===== src/rtl/register_file_n_pkg.sv =====
// Shared types and helpers for the register_file_n slice (package tau_regfile_pkg).
// Optional feature macro used by this slice: REGFILE_BYPASS_EN.
package tau_regfile_pkg;

  localparam int DEFAULT_WORD_SIZE = 8;
  localparam int DEFAULT_DEPTH     = 4;

  // Widest address any read-port request can carry; narrower ports zero-extend into it.
  localparam int MAX_ADDR_W = 16;

  // Address width for a given depth, never narrower than one bit.
  function automatic int addr_width(input int depth);
    int w;
    w = $clog2(depth);
    if (w < 1) begin
      w = 1;
    end else begin
      w = w;
    end
    return w;
  endfunction

  // One read-port request, already qualified by the global enable.
  typedef struct packed {
    logic                  rd;
    logic [MAX_ADDR_W-1:0] addr;
  } rd_req_t;

endpackage


===== src/rtl/register_file_n_if.sv =====
// Bus bundle between the datapath and register_file_n (one write port, two read ports).
interface register_file_n_if
  import tau_regfile_pkg::*;
#(
  parameter int WORD_SIZE = DEFAULT_WORD_SIZE,
  parameter int DEPTH     = DEFAULT_DEPTH
) ();

  localparam int ADDR_W = addr_width(DEPTH);

  logic                 enable;
  logic                 write;
  logic [ADDR_W-1:0]    write_addr;
  logic [WORD_SIZE-1:0] input_value;
  logic                 read_a;
  logic [ADDR_W-1:0]    read_addr_a;
  logic [WORD_SIZE-1:0] output_a;
  logic                 read_b;
  logic [ADDR_W-1:0]    read_addr_b;
  logic [WORD_SIZE-1:0] output_b;
  logic [DEPTH-1:0]     written_mask;

  modport master (
    output enable, write, write_addr, input_value,
    output read_a, read_addr_a, read_b, read_addr_b,
    input  output_a, output_b, written_mask
  );

  modport slave (
    input  enable, write, write_addr, input_value,
    input  read_a, read_addr_a, read_b, read_addr_b,
    output output_a, output_b, written_mask
  );

endinterface


===== src/rtl/register_file_n_read_port.sv =====
// One registered read port: picks forwarded data, zero (out of range or
// hardwired entry 0) or the stored word, and holds when not strobed.
module regfile_read_port
  import tau_regfile_pkg::*;
#(
  parameter int WORD_SIZE = DEFAULT_WORD_SIZE,
  parameter int DEPTH     = DEFAULT_DEPTH,
  parameter int ZERO_REG  = 0
) (
  input  logic                            clock,
  input  logic                            reset,
  input  rd_req_t                         req,
  input  logic [DEPTH-1:0][WORD_SIZE-1:0] mem_words,
  input  logic                            fwd_en,
  input  logic [WORD_SIZE-1:0]            fwd_data,
  output logic [WORD_SIZE-1:0]            rd_data
);

  localparam int ADDR_W = addr_width(DEPTH);
  localparam logic [MAX_ADDR_W-1:0] DEPTH_L = MAX_ADDR_W'(DEPTH);

  logic [WORD_SIZE-1:0] out_r;
  logic [WORD_SIZE-1:0] next_s;
  logic [ADDR_W-1:0]    idx_s;

  assign idx_s   = req.addr[ADDR_W-1:0];
  assign rd_data = out_r;

  // Select what the output register loads this cycle.
  always_comb begin
    next_s = out_r;
    if (req.rd) begin
      if (fwd_en) begin
        next_s = fwd_data;
      end else if (req.addr >= DEPTH_L) begin
        next_s = {WORD_SIZE{1'b0}};
      end else if ((ZERO_REG != 0) && (idx_s == {ADDR_W{1'b0}})) begin
        next_s = {WORD_SIZE{1'b0}};
      end else begin
        next_s = mem_words[idx_s];
      end
    end else begin
      next_s = out_r;
    end
  end

  // Output register with synchronous reset.
  always_ff @(posedge clock) begin
    if (reset) begin
      out_r <= {WORD_SIZE{1'b0}};
    end else begin
      out_r <= next_s;
    end
  end

endmodule


===== src/rtl/register_file_n.sv =====
// Parametrised register file: DEPTH x WORD_SIZE, one write port, two registered
// read ports, per-entry written scoreboard.
// Define REGFILE_BYPASS_EN to forward same-cycle write data to a reading port.
module register_file_n
  import tau_regfile_pkg::*;
#(
  parameter int WORD_SIZE = DEFAULT_WORD_SIZE,
  parameter int DEPTH     = DEFAULT_DEPTH,
  parameter int ZERO_REG  = 0
) (
  input logic              clock,
  input logic              reset,
  register_file_n_if.slave bus
);

  localparam int ADDR_W = addr_width(DEPTH);
  localparam logic [ADDR_W:0] DEPTH_L = (ADDR_W + 1)'(DEPTH);

  logic [DEPTH-1:0][WORD_SIZE-1:0] mem_r;
  logic [DEPTH-1:0]                mask_r;
  logic                            wr_en_s;
  logic                            fwd_a_s;
  logic                            fwd_b_s;
  rd_req_t                         req_a_s;
  rd_req_t                         req_b_s;

  // Qualify the write: enabled, in range, and not the hardwired zero entry.
  always_comb begin
    wr_en_s = 1'b0;
    if (bus.enable && bus.write && ({1'b0, bus.write_addr} < DEPTH_L)) begin
      if ((ZERO_REG != 0) && (bus.write_addr == {ADDR_W{1'b0}})) begin
        wr_en_s = 1'b0;
      end else begin
        wr_en_s = 1'b1;
      end
    end else begin
      wr_en_s = 1'b0;
    end
  end

  // Build enable-qualified read requests and decide same-cycle forwarding.
  always_comb begin
    req_a_s.rd   = bus.enable & bus.read_a;
    req_a_s.addr = MAX_ADDR_W'(bus.read_addr_a);
    req_b_s.rd   = bus.enable & bus.read_b;
    req_b_s.addr = MAX_ADDR_W'(bus.read_addr_b);
`ifdef REGFILE_BYPASS_EN
    fwd_a_s = wr_en_s & req_a_s.rd & (bus.read_addr_a == bus.write_addr);
    fwd_b_s = wr_en_s & req_b_s.rd & (bus.read_addr_b == bus.write_addr);
`else
    fwd_a_s = 1'b0;
    fwd_b_s = 1'b0;
`endif
  end

  // Storage array and written scoreboard; reset clears both.
  always_ff @(posedge clock) begin
    if (reset) begin
      mem_r  <= '0;
      mask_r <= {DEPTH{1'b0}};
    end else if (wr_en_s) begin
      mem_r[bus.write_addr]  <= bus.input_value;
      mask_r[bus.write_addr] <= 1'b1;
    end else begin
      mem_r  <= mem_r;
      mask_r <= mask_r;
    end
  end

  assign bus.written_mask = mask_r;

  regfile_read_port #(
    .WORD_SIZE(WORD_SIZE), .DEPTH(DEPTH), .ZERO_REG(ZERO_REG)
  ) u_port_a (
    .clock    (clock),
    .reset    (reset),
    .req      (req_a_s),
    .mem_words(mem_r),
    .fwd_en   (fwd_a_s),
    .fwd_data (bus.input_value),
    .rd_data  (bus.output_a)
  );

  regfile_read_port #(
    .WORD_SIZE(WORD_SIZE), .DEPTH(DEPTH), .ZERO_REG(ZERO_REG)
  ) u_port_b (
    .clock    (clock),
    .reset    (reset),
    .req      (req_b_s),
    .mem_words(mem_r),
    .fwd_en   (fwd_b_s),
    .fwd_data (bus.input_value),
    .rd_data  (bus.output_b)
  );

endmodule


===== src/flat_wrapper.sv =====
// flat-port wrapper written by rule: the top's interface ports become plain ports
module register_file_n_flat import tau_regfile_pkg::*;
#(
  parameter int WORD_SIZE = DEFAULT_WORD_SIZE,
  parameter int DEPTH     = DEFAULT_DEPTH,
  parameter int ZERO_REG  = 0
)
  (clock, reset, bus_enable, bus_write, bus_write_addr, bus_input_value, bus_read_a, bus_read_addr_a, bus_read_b, bus_read_addr_b, bus_output_a, bus_output_b, bus_written_mask);
  register_file_n_if #(.WORD_SIZE(WORD_SIZE), .DEPTH(DEPTH)) bus_i ();
  input logic clock;
  input logic reset;
  input wire logic [$bits(bus_i.enable)-1:0] bus_enable;
  input wire logic [$bits(bus_i.write)-1:0] bus_write;
  input wire logic [$bits(bus_i.write_addr)-1:0] bus_write_addr;
  input wire logic [$bits(bus_i.input_value)-1:0] bus_input_value;
  input wire logic [$bits(bus_i.read_a)-1:0] bus_read_a;
  input wire logic [$bits(bus_i.read_addr_a)-1:0] bus_read_addr_a;
  input wire logic [$bits(bus_i.read_b)-1:0] bus_read_b;
  input wire logic [$bits(bus_i.read_addr_b)-1:0] bus_read_addr_b;
  output wire logic [$bits(bus_i.output_a)-1:0] bus_output_a;
  output wire logic [$bits(bus_i.output_b)-1:0] bus_output_b;
  output wire logic [$bits(bus_i.written_mask)-1:0] bus_written_mask;
  assign bus_i.enable = bus_enable;
  assign bus_i.write = bus_write;
  assign bus_i.write_addr = bus_write_addr;
  assign bus_i.input_value = bus_input_value;
  assign bus_i.read_a = bus_read_a;
  assign bus_i.read_addr_a = bus_read_addr_a;
  assign bus_i.read_b = bus_read_b;
  assign bus_i.read_addr_b = bus_read_addr_b;
  assign bus_output_a = bus_i.output_a;
  assign bus_output_b = bus_i.output_b;
  assign bus_written_mask = bus_i.written_mask;
  register_file_n #(.WORD_SIZE(WORD_SIZE), .DEPTH(DEPTH), .ZERO_REG(ZERO_REG)) u_core (.clock(clock), .reset(reset), .bus(bus_i));
endmodule

===== config.mk =====
export PLATFORM = sky130hd
export DESIGN_NAME = register_file_n_flat
export DESIGN_NICKNAME = d
export VERILOG_FILES = /design/src/rtl/register_file_n_pkg.sv /design/src/rtl/register_file_n_if.sv /design/src/rtl/register_file_n_read_port.sv /design/src/rtl/register_file_n.sv /design/src/flat_wrapper.sv
export SDC_FILE = /design/constraint.sdc
export NUM_CORES = 1
export LEC_CHECK = 0
export CAP_MARGIN = 25
export CORE_MARGIN = 2
export CORE_UTILIZATION = 47
export DETAILED_ROUTE_END_ITERATION = 6
export PLACE_DENSITY = 0.8
export SYNTH_ARGS = -nofsm -noshare
export SYNTH_HDL_FRONTEND = slang
export SYNTH_SLANG_ARGS = --single-unit

===== constraint.sdc =====
create_clock -name clock -period 1.3 [get_ports clock]
set_input_delay 0.39 -clock clock [delete_from_list [all_inputs] [get_ports clock]]
set_output_delay 0.39 -clock clock [all_outputs]
set_load 0.005 [all_outputs]

==> results of run 1 <==
## sequential cells by signal, indices dropped and copies added (netlist names)
name	cells
u_core.bus.written_mask	4
u_core.mem_r	32
u_core.u_port_a.rd_data	8
u_core.u_port_b.rd_data	8
## cell usage in the layout, fill, tap and decap left out, drive strengths merged
cell,instances
clkdlybuf4s15,18
mux2i,8
a21oi,26
and4,1
bufinv,1
a222oi,2
and4b,4
clkinv,1
dlygate4sd2,9
and4bb,1
clkdlybuf4s50,8
buf,36
nor2,16
nand4b,2
inv,2
mux2,32
nand2,76
nand4,1
dfxtp,52
clkbuf,8
dlymetal6s2s,2
bufbuf,1
a22oi,14
nor4bb,2
## cell usage after synthesis
master,n
sky130_fd_sc_hd__nand2_1,76
sky130_fd_sc_hd__clkbuf_2,1
sky130_fd_sc_hd__nor2_1,16
sky130_fd_sc_hd__buf_2,6
sky130_fd_sc_hd__mux2i_1,8
sky130_fd_sc_hd__clkbuf_1,1
sky130_fd_sc_hd__buf_6,4
sky130_fd_sc_hd__a22oi_1,14
sky130_fd_sc_hd__nor4bb_1,2
sky130_fd_sc_hd__and4b_1,4
sky130_fd_sc_hd__mux2_4,2
sky130_fd_sc_hd__inv_1,2
sky130_fd_sc_hd__nand4b_1,2
sky130_fd_sc_hd__mux2_2,24
sky130_fd_sc_hd__buf_8,2
sky130_fd_sc_hd__a222oi_1,2
sky130_fd_sc_hd__and4bb_1,1
sky130_fd_sc_hd__and4_1,1
sky130_fd_sc_hd__dfxtp_1,52
sky130_fd_sc_hd__mux2_1,6
sky130_fd_sc_hd__buf_1,3
sky130_fd_sc_hd__a21oi_2,1
sky130_fd_sc_hd__a21oi_1,25
sky130_fd_sc_hd__nand4_1,1
## metrics by stage
step                setup TNS (ns)  cell area, um^2  total power, W  hold slack (ns)  utilization [%]
CTS                              0             3122        0.003077           0.4370            65.66
finish                           0             3218        0.003090           0.4327            67.68
detailed placement          -25.21             2903        0.001997           0.4302            61.05
floorplan                        0             2331        0.001830           0.4345                -
global route              -0.08552             3218        0.003202           0.4467            67.68
global placement            -24.33             2903        0.001988           0.4221            61.05
## worst paths after layout
check	start	end	slack, ns
setup reg to reg	u_core.mem_r[31]	u_core.u_port_a.rd_data[7]	0.16
setup / recovery	bus_write_addr[0]	u_core.mem_r[1]	0.03
hold / removal	u_core.u_port_a.rd_data[4]	u_core.u_port_a.rd_data[4]	0.43
hold reg to reg	u_core.u_port_a.rd_data[4]	u_core.u_port_a.rd_data[4]	0.43
## kinds of logic (layout without fill, tap and decap cells)
logic type,Yosys count,in the layout,share of synthesized area [%]
AND/OR/NAND/NOR,103,103,19.32
flip-flops,52,52,44.66
AO/OA/AOI/OAI,42,42,11.11
multiplexers,40,40,19.22
buffers and inverters,19,86,5.689
## tightest hold or removal path, delay by kind of cell (launching register included)
| family | cells | cell delay [ns] |
|---|---|---|
| DFF | 1 | 0.33 |
| and+or+nand+nor | 2 | 0.08 |
## power breakdown
part | total, W | internal [W] | leakage (nW) | switching, W
clock | 0.00110 | 0.000572 | 0.0552 | 0.000528
sequential | 0.00164 | 0.00162 | 0.430 | 0.0000207
combinational | 0.000348 | 0.000182 | 0.900 | 0.000166
## per-layer routing
metal / GRT usage [%] / vias to the layer above / wire length, um
met1: 31.30 / 991 / 2597
li1: - / 1017 / -
met5: 0 / - / 0
met2: 38.35 / 93 / 3075
met4: 10.12 / 0 / 111
met3: 5.827 / 14 / 522
## timing repair
action | CTS | global route
endpoints found under the setup margin | 72 | 34
resized for setup | 61 | 31
pin swaps | 5 | 5
cloned | 1 | 0
buffers inserted | 5 | 4
## cell type report
type	instances	area [um^2]
Clock buffer	6	72.57
Clock inverter	2	35.03
Fill cell	400	1536
Inverter	2	7.507
Multi-Input combinational cell	185	1219
Sequential cell	52	1066
Tap cell	67	83.83
Timing Repair Buffer	76	734.5
==> flow_summary.html, run 1 <==
<table>
<tr><th>Metric</th><th>Value</th></tr>
<tr><th colspan="2">STA</th></tr>
<tr><td>Relative slew slack</td><td>78.19%</td></tr>
<tr><td>Finish-stage setup viols</td><td>0</td></tr>
<tr><td>RSZ-0062 raised after global routing</td><td>yes</td></tr>
<tr><td>Max Fclk</td><td>787.4 MHz</td></tr>
<tr><td>Final Hold Viols</td><td>0</td></tr>
<tr><td>Final Skew</td><td>0.008907 ns</td></tr>
<tr><td>Final max-slew violation count</td><td>0</td></tr>
<tr><td>Portion of the clock cycle consumed by the worst path in the final layout</td><td>97.69%</td></tr>
<tr><td>Post-route worst setup slack</td><td>0.02997 ns</td></tr>
<tr><td>Worst Max-Slew Pin Slew</td><td>0.3271 ns</td></tr>
<tr><td>Clock period minus worst slack</td><td>1.270 ns</td></tr>
<tr><th colspan="2">Worst setup path</th></tr>
<tr><td>Cell family with the largest share of critical-path delay</td><td>buffers and inverters</td></tr>
<tr><td>Largest fanout of any net on the critical path</td><td>5</td></tr>
<tr><td>Crit path largest cell delay</td><td>0.32 ns</td></tr>
<tr><td>Worst Path Required</td><td>1.50 ns</td></tr>
<tr><td>Slowest library cell on the worst path</td><td>sky130_fd_sc_hd__and4bb_2</td></tr>
<tr><td>Kind of end point of the critical path</td><td>register</td></tr>
<tr><td>Type of the worst setup path</td><td>primary input to register</td></tr>
<tr><td>Signal arrival time at the worst endpoint</td><td>1.47 ns</td></tr>
<tr><td>Ordered cell list for the critical path</td><td>dlygate4sd2_1 &gt; and4bb_2 &gt; buf_4 &gt; buf_12 &gt; mux2i_2 &gt; nor2_1</td></tr>
<tr><td>Number of stages on the worst setup path</td><td>6</td></tr>
<tr><td>Critical Path Start Type</td><td>primary input</td></tr>
<tr><td>Number of buffer and inverter stages on the critical path</td><td>3</td></tr>
<tr><td>Worst Reg-to-Reg Cells</td><td>3</td></tr>
<tr><th colspan="2">Die</th></tr>
<tr><td>Width of the die</td><td>74.43 um</td></tr>
<tr><td>Site row count</td><td>25</td></tr>
<tr><td>Boundary pin count</td><td>40</td></tr>
<tr><td>Full die area</td><td>0.005539 mm^2</td></tr>
<tr><td>Starting utilization of the core area</td><td>49.03%</td></tr>
<tr><td>Height of the die</td><td>74.43 um</td></tr>
<tr><td>Core Box Area</td><td>0.004755 mm^2</td></tr>
<tr><th colspan="2">Clocking</th></tr>
<tr><td>Number of buffers created by CTS</td><td>5</td></tr>
<tr><td>Clock-pin slew reported for the worst setup and hold paths after clock tree synthesis</td><td>0.09 ns</td></tr>
<tr><td>Worst-skew pair later-pin latency</td><td>0.31 ns</td></tr>
<tr><td>Clock tree from TritonCTS</td><td>done</td></tr>
<tr><td>Root buf cell</td><td>sky130_fd_sc_hd__clkbuf_8</td></tr>
<tr><td>CTS HTree Levels</td><td>2</td></tr>
<tr><td>Count of hold-fix buffers inserted at cts</td><td>0</td></tr>
<tr><td>Buffer depth of the longest clock path</td><td>2</td></tr>
<tr><td>Number of sinks handled by clock tree synthesis</td><td>52</td></tr>
<tr><th colspan="2">Pwr</th></tr>
<tr><td>Leakage</td><td>1.386 nW</td></tr>
<tr><td>PwrDens</td><td>960.3 mW/mm^2</td></tr>
<tr><td>Highest ir drop seen on vdd</td><td>0.0007470 V</td></tr>
<tr><th colspan="2">Final layout</th></tr>
<tr><td>Area growth syn-to-layout</td><td>38.06%</td></tr>
<tr><td>Final antenna diode count</td><td>0</td></tr>
<tr><td>Final nets</td><td>342</td></tr>
<tr><td>Layout Cells excl Fill</td><td>390</td></tr>
<tr><td>Share of layout cells above drive strength 1</td><td>32.51%</td></tr>
<tr><th colspan="2">Placement</th></tr>
<tr><td>Global placement routability congestion</td><td>0.8384</td></tr>
<tr><td>Port-buffer cells</td><td>39</td></tr>
<tr><td>Detailed Place HPWL</td><td>4076 um</td></tr>
<tr><td>Pre-CTS setup slack</td><td>-0.5813 ns</td></tr>
<tr><td>Cell total after placement</td><td>373</td></tr>
<tr><th colspan="2">Outcome</th></tr>
<tr><td>Result of the run</td><td>finished clean</td></tr>
<tr><th colspan="2">Route</th></tr>
<tr><td>Number of remaining DRC errors</td><td>0</td></tr>
<tr><td>Final WL</td><td>6307 um</td></tr>
<tr><td>Routed vias/inst</td><td>5.423</td></tr>
<tr><td>Initial detailed-routing violation count</td><td>267</td></tr>
<tr><td>Routed wire per std cell</td><td>16.17 um</td></tr>
<tr><td>Count of vias placed by the detailed router</td><td>2115</td></tr>
<tr><td>Number of search-and-repair iterations in the first detailed-routing pass</td><td>4</td></tr>
<tr><td>Count of nets left with antenna violations after detail routing</td><td>0</td></tr>
<tr><th colspan="2">Global routing</th></tr>
<tr><td>Residual overflow from global routing</td><td>0</td></tr>
<tr><td>Antenna violations before repair</td><td>0</td></tr>
<tr><td>Pin count of the biggest net entering global routing</td><td>32</td></tr>
<tr><td>Combined global-route utilization of all metal layers</td><td>24.09%</td></tr>
<tr><td>Global-route wire length before repair</td><td>9977 um</td></tr>
<tr><td>Number of global-route vias before repair</td><td>2035</td></tr>
<tr><th colspan="2">Logic synthesis</th></tr>
<tr><td>YS warnings</td><td>0</td></tr>
<tr><td>Count of cell types in the netlist</td><td>24</td></tr>
<tr><td>Number of storage elements in the synthesis netlist</td><td>52</td></tr>
<tr><td>Number of nets in the synthesized netlist</td><td>276</td></tr>
<tr><td>Syn Inst Count</td><td>256</td></tr>
<tr><td>Avg Synthesized Cell Area</td><td>9.105 um^2</td></tr>
<tr><td>Leading cell types by total area after synthesis</td><td>sky130_fd_sc_hd__dfxtp_1 45%, sky130_fd_sc_hd__nand2_1 12%, sky130_fd_sc_hd__mux2_2 12%, sky130_fd_sc_hd__a21oi_1 5.4%, sky130_fd_sc_hd__a22oi_1 4.5%</td></tr>
<tr><td>Cell type contributing the most total cell area after synthesis</td><td>sky130_fd_sc_hd__dfxtp_1</td></tr>
<tr><td>Area of the mapped netlist</td><td>0.002331 mm^2</td></tr>
<tr><td>Yosys top cell area share</td><td>44.66%</td></tr>
<tr><td>Seq/Total Area, Yosys</td><td>44.66%</td></tr>
<tr><th colspan="2">Flow run</th></tr>
<tr><td>Maximum Capacitance Violations</td><td>0</td></tr>
<tr><th colspan="2">Hold path</th></tr>
<tr><td>Number of cells on the worst hold path</td><td>2</td></tr>
<tr><td>Class of the worst hold path</td><td>register to register</td></tr>
</table>
Power figures use the tool's default switching activity.
==> run 2: changes to the inputs <==
CORE_UTILIZATION = 56   (was 47)
DONT_BUFFER_PORTS = 1   (was unset)
PLACE_DENSITY = 0.79   (was 0.8)
SLEW_MARGIN = 25   (was unset)
==> run 2 against run 1 <==
Against the previous run: sequential cell count is the same; fmax is 15% higher; global-route usage is 1.5 points lower; via count is 15% lower; setup slack gained 0.17 ns; worst hold slack worse by 0.28 ns; register-to-register slack improved by 0.03 ns; total power decreased by 3.8%; core utilization decreased by 6.2 points; critical path depth is 3 lower; critical path type is now register to register; largest cell class unchanged.
==> flow_summary.html, run 2 (synthesis results as in run 1) <==
<table>
<tr><th>Metric</th><th>Value</th></tr>
<tr><th colspan="2">Global routing</th></tr>
<tr><td>Met2 routing resource usage after global routing</td><td>41.11% (+2.8 points)</td></tr>
<tr><td>Global-route wire length before repair</td><td>7665 um (-23%)</td></tr>
<tr><td>Combined global-route utilization of all metal layers</td><td>22.58% (-1.5 points)</td></tr>
<tr><td>Met3 demand-to-capacity share in global routing</td><td>6.818% (+0.99 points)</td></tr>
<tr><td>Met1 Use GR</td><td>24.14% (-7.2 points)</td></tr>
<tr><td>Antenna violations before repair</td><td>0 (unchanged)</td></tr>
<tr><td>Pin count of the biggest net entering global routing</td><td>43 (+34%)</td></tr>
<tr><td>Grt peak-use layer</td><td>met2</td></tr>
<tr><td>Number of global-route vias before repair</td><td>1722 (-15%)</td></tr>
<tr><td>Residual overflow from global routing</td><td>0 (unchanged)</td></tr>
<tr><th colspan="2">STA</th></tr>
<tr><td>Final max-slew violation count</td><td>0 (unchanged)</td></tr>
<tr><td>Finish-stage setup viols</td><td>0 (unchanged)</td></tr>
<tr><td>RSZ-0062 raised after global routing</td><td>no</td></tr>
<tr><td>Portion of the clock cycle consumed by the worst path in the final layout</td><td>85.00% (-13 points)</td></tr>
<tr><td>Max Fclk</td><td>905.0 MHz (+15%)</td></tr>
<tr><td>Clock period minus worst slack</td><td>1.105 ns (-0.1650 ns)</td></tr>
<tr><td>Relative slew slack</td><td>71.21% (-7.0 points)</td></tr>
<tr><td>Sum of negative setup slack</td><td>0 ns (unchanged)</td></tr>
<tr><td>Final Skew</td><td>0.003823 ns (-0.005084 ns)</td></tr>
<tr><td>Worst Max-Slew Pin Slew</td><td>0.4306 ns (+0.1035 ns)</td></tr>
<tr><td>Final Hold Viols</td><td>0 (unchanged)</td></tr>
<tr><th colspan="2">Worst setup path</th></tr>
<tr><td>Signal arrival time at the worst endpoint</td><td>1.30 ns (-0.17 ns)</td></tr>
<tr><td>Critical Path Start Type</td><td>register</td></tr>
<tr><td>Largest fanout of any net on the critical path</td><td>3 (-2)</td></tr>
<tr><td>Worst Path Required</td><td>1.50 ns (about the same)</td></tr>
<tr><td>Worst Reg-to-Reg Cells</td><td>3 (unchanged)</td></tr>
<tr><td>Type of the worst setup path</td><td>register to register</td></tr>
<tr><td>Kind of end point of the critical path</td><td>register</td></tr>
<tr><th colspan="2">Final layout</th></tr>
<tr><td>Register with the highest flop count</td><td>u_core.mem_r</td></tr>
<tr><td>Number of flip-flops under the largest register name</td><td>32 (unchanged)</td></tr>
<tr><td>Final design instance area without fill</td><td>0.002460 mm^2 (-24%)</td></tr>
<tr><td>Final antenna diode count</td><td>0 (unchanged)</td></tr>
<tr><td>Area growth syn-to-layout</td><td>5.529%</td></tr>
<tr><td>Share of layout cells above drive strength 1</td><td>16.54% (-16 points)</td></tr>
<tr><td>Most common cell after layout, fill and taps aside</td><td>sky130_fd_sc_hd__nand2_1</td></tr>
<tr><td>Final nets</td><td>273 (-20%)</td></tr>
<tr><td>Most frequent cells in the layout</td><td>76 x sky130_fd_sc_hd__nand2_1, 52 x sky130_fd_sc_hd__dfxtp_1, 25 x sky130_fd_sc_hd__a21oi_1, 24 x sky130_fd_sc_hd__mux2_2, 16 x sky130_fd_sc_hd__nor2_1</td></tr>
<tr><th colspan="2">Die</th></tr>
<tr><td>Width of the die</td><td>68.52 um (-7.9%)</td></tr>
<tr><td>Core Box Area</td><td>0.004000 mm^2 (-16%)</td></tr>
<tr><td>Starting utilization of the core area</td><td>58.27% (+9.2 points)</td></tr>
<tr><td>Full die area</td><td>0.004694 mm^2 (-15%)</td></tr>
<tr><td>Height of the die</td><td>68.52 um (-7.9%)</td></tr>
<tr><td>Boundary pin count</td><td>40 (unchanged)</td></tr>
<tr><td>Site row count</td><td>23 (-8.0%)</td></tr>
<tr><th colspan="2">Pwr</th></tr>
<tr><td>Int Power</td><td>0.002375 W (about the same)</td></tr>
<tr><td>Combinational share of power</td><td>4.6% (-6.7 points)</td></tr>
<tr><td>Highest ir drop seen on vdd</td><td>0.0008462 V (+13%)</td></tr>
<tr><td>Sequential Power Share</td><td>55.3% (+2.2 points)</td></tr>
<tr><td>PwrDens</td><td>1209 mW/mm^2 (+26%)</td></tr>
<tr><td>Clock power share</td><td>40.1% (+4.5 points)</td></tr>
<tr><td>Leakage</td><td>0.9894 nW (-29%)</td></tr>
<tr><td>Fraction of power spent switching nets</td><td>20.11% (-3.0 points)</td></tr>
<tr><td>Total net switching power</td><td>0.0005977 W (-16%)</td></tr>
<tr><th colspan="2">Hold path</th></tr>
<tr><td>Number of cells on the worst hold path</td><td>1 (-1)</td></tr>
<tr><td>Class of the worst hold path</td><td>primary input to register</td></tr>
<tr><th colspan="2">Placement</th></tr>
<tr><td>Placed cell areas</td><td>0.002333 mm^2 (-20%)</td></tr>
<tr><td>Detailed Place HPWL</td><td>3638 um (-11%)</td></tr>
<tr><td>Port-buffer cells</td><td>0 (-100%)</td></tr>
<tr><td>Global placement routability congestion</td><td>0.8016 (-4.4%)</td></tr>
<tr><th colspan="2">Route</th></tr>
<tr><td>Routed vias/inst</td><td>5.924 (+9.2%)</td></tr>
<tr><td>Count of nets left with antenna violations after detail routing</td><td>0 (unchanged)</td></tr>
<tr><td>Routed wire per std cell</td><td>16.35 um (+1.1%)</td></tr>
<tr><td>Final WL</td><td>4971 um (-21%)</td></tr>
<tr><td>Count of vias placed by the detailed router</td><td>1801 (-15%)</td></tr>
<tr><td>Number of remaining DRC errors</td><td>0 (unchanged)</td></tr>
<tr><td>Initial detailed-routing violation count</td><td>128 (-52%)</td></tr>
<tr><td>Number of search-and-repair iterations in the first detailed-routing pass</td><td>4 (unchanged)</td></tr>
<tr><th colspan="2">Flow run</th></tr>
<tr><td>Maximum Capacitance Violations</td><td>0 (unchanged)</td></tr>
<tr><th colspan="2">Clocking</th></tr>
<tr><td>Post-cts repair resize count</td><td>0 (-100%)</td></tr>
<tr><td>Buffer depth of the longest clock path</td><td>2 (unchanged)</td></tr>
<tr><td>Number of buffers created by CTS</td><td>5 (unchanged)</td></tr>
<tr><td>Clock-pin slew reported for the worst setup and hold paths after clock tree synthesis</td><td>0.09 ns (about the same)</td></tr>
<tr><td>Root buf cell</td><td>sky130_fd_sc_hd__clkbuf_8</td></tr>
<tr><td>CTS HTree Levels</td><td>2 (unchanged)</td></tr>
<tr><td>Setup Buffers After CTS</td><td>0 (-5)</td></tr>
<tr><td>Count of hold-fix buffers inserted at cts</td><td>0 (unchanged)</td></tr>
<tr><td>Number of sinks handled by clock tree synthesis</td><td>52 (unchanged)</td></tr>
<tr><td>Clock tree from TritonCTS</td><td>done</td></tr>
<tr><td>Worst-skew pair later-pin latency</td><td>0.30 ns (about the same)</td></tr>
<tr><th colspan="2">Outcome</th></tr>
<tr><td>Result of the run</td><td>finished clean</td></tr>
</table>
==> run 2: cell types whose count changed in the layout (fill, tap and decap cells not counted), sizes merged, moves of 2 or more <==
cell,change
clkdlybuf4s50,-8
dlymetal6s2s,-2
buf,-29
dlygate4sd2,-9
clkdlybuf4s15,-18
==> run 2: layer usage <==
layer / vias up / share of wire [%] / routed length [um]
met4: 0 / 1.2 / 61
li1: 877 / - / -
met1: 843 / 40 / 2003
met5: - / 0 / 0
met2: 77 / 52 / 2580
met3: 4 / 6.6 / 326
==> run 2: final cells by class <==
| cell class | count | area (um^2) |
|---|---|---|
| fillers | 347 | 1540 |
| multi-input cells | 185 | 1157 |
| flip-flops and latches | 52 | 1041 |
| clock buffers | 7 | 96.34 |
| repair buffers | 7 | 65.06 |
| well taps | 50 | 62.56 |
| clock inverters | 1 | 30.03 |
| inverters | 2 | 7.507 |
==> run 2: metrics by stage <==
stage          power [W]  worst slack [ns]  util (%)  instances  hold slack (ns)
3_3_place_gp    0.001812            0.1240     58.34        296           0.4445
3_5_place_dp    0.001817           0.08576     58.34        296           0.4498
6_report        0.002973            0.1950     61.50        304           0.1478
2_1_floorplan   0.001830           0.02199         -        256           0.4345
4_1_cts         0.002995            0.1993     61.50        304           0.1332
5_1_grt         0.003059            0.1030     61.50        304           0.1282
==> run 2: worst paths after layout <==
path,from,endpoint,slack [ns]
max reg2reg,u_core.mem_r[30],u_core.u_port_b.rd_data[6],0.19
max,u_core.mem_r[30],u_core.u_port_b.rd_data[6],0.19
min,reset,u_core.mem_r[15],0.15
min reg2reg,u_core.u_port_a.rd_data[6],u_core.u_port_a.rd_data[6],0.46
==> run 2: critical path, stage by stage (launching register included) <==
cell and delay, ns:
sky130_fd_sc_hd__dfxtp_1 0.34, sky130_fd_sc_hd__mux2_1 0.29, sky130_fd_sc_hd__a222oi_1 0.30, sky130_fd_sc_hd__inv_1 0.06
==> run 2: power groups by stage <==
stage	logic, W	registers [W]	clock network [W]
6_report	0.000137	0.00164	0.00119
5_1_grt	0.000150	0.00165	0.00126
4_1_cts	0.000136	0.00164	0.00121
3_5_place_dp	0.000136	0.00168	0
3_3_place_gp	0.000131	0.00168	0
2_1_floorplan	0.000158	0.00167	0
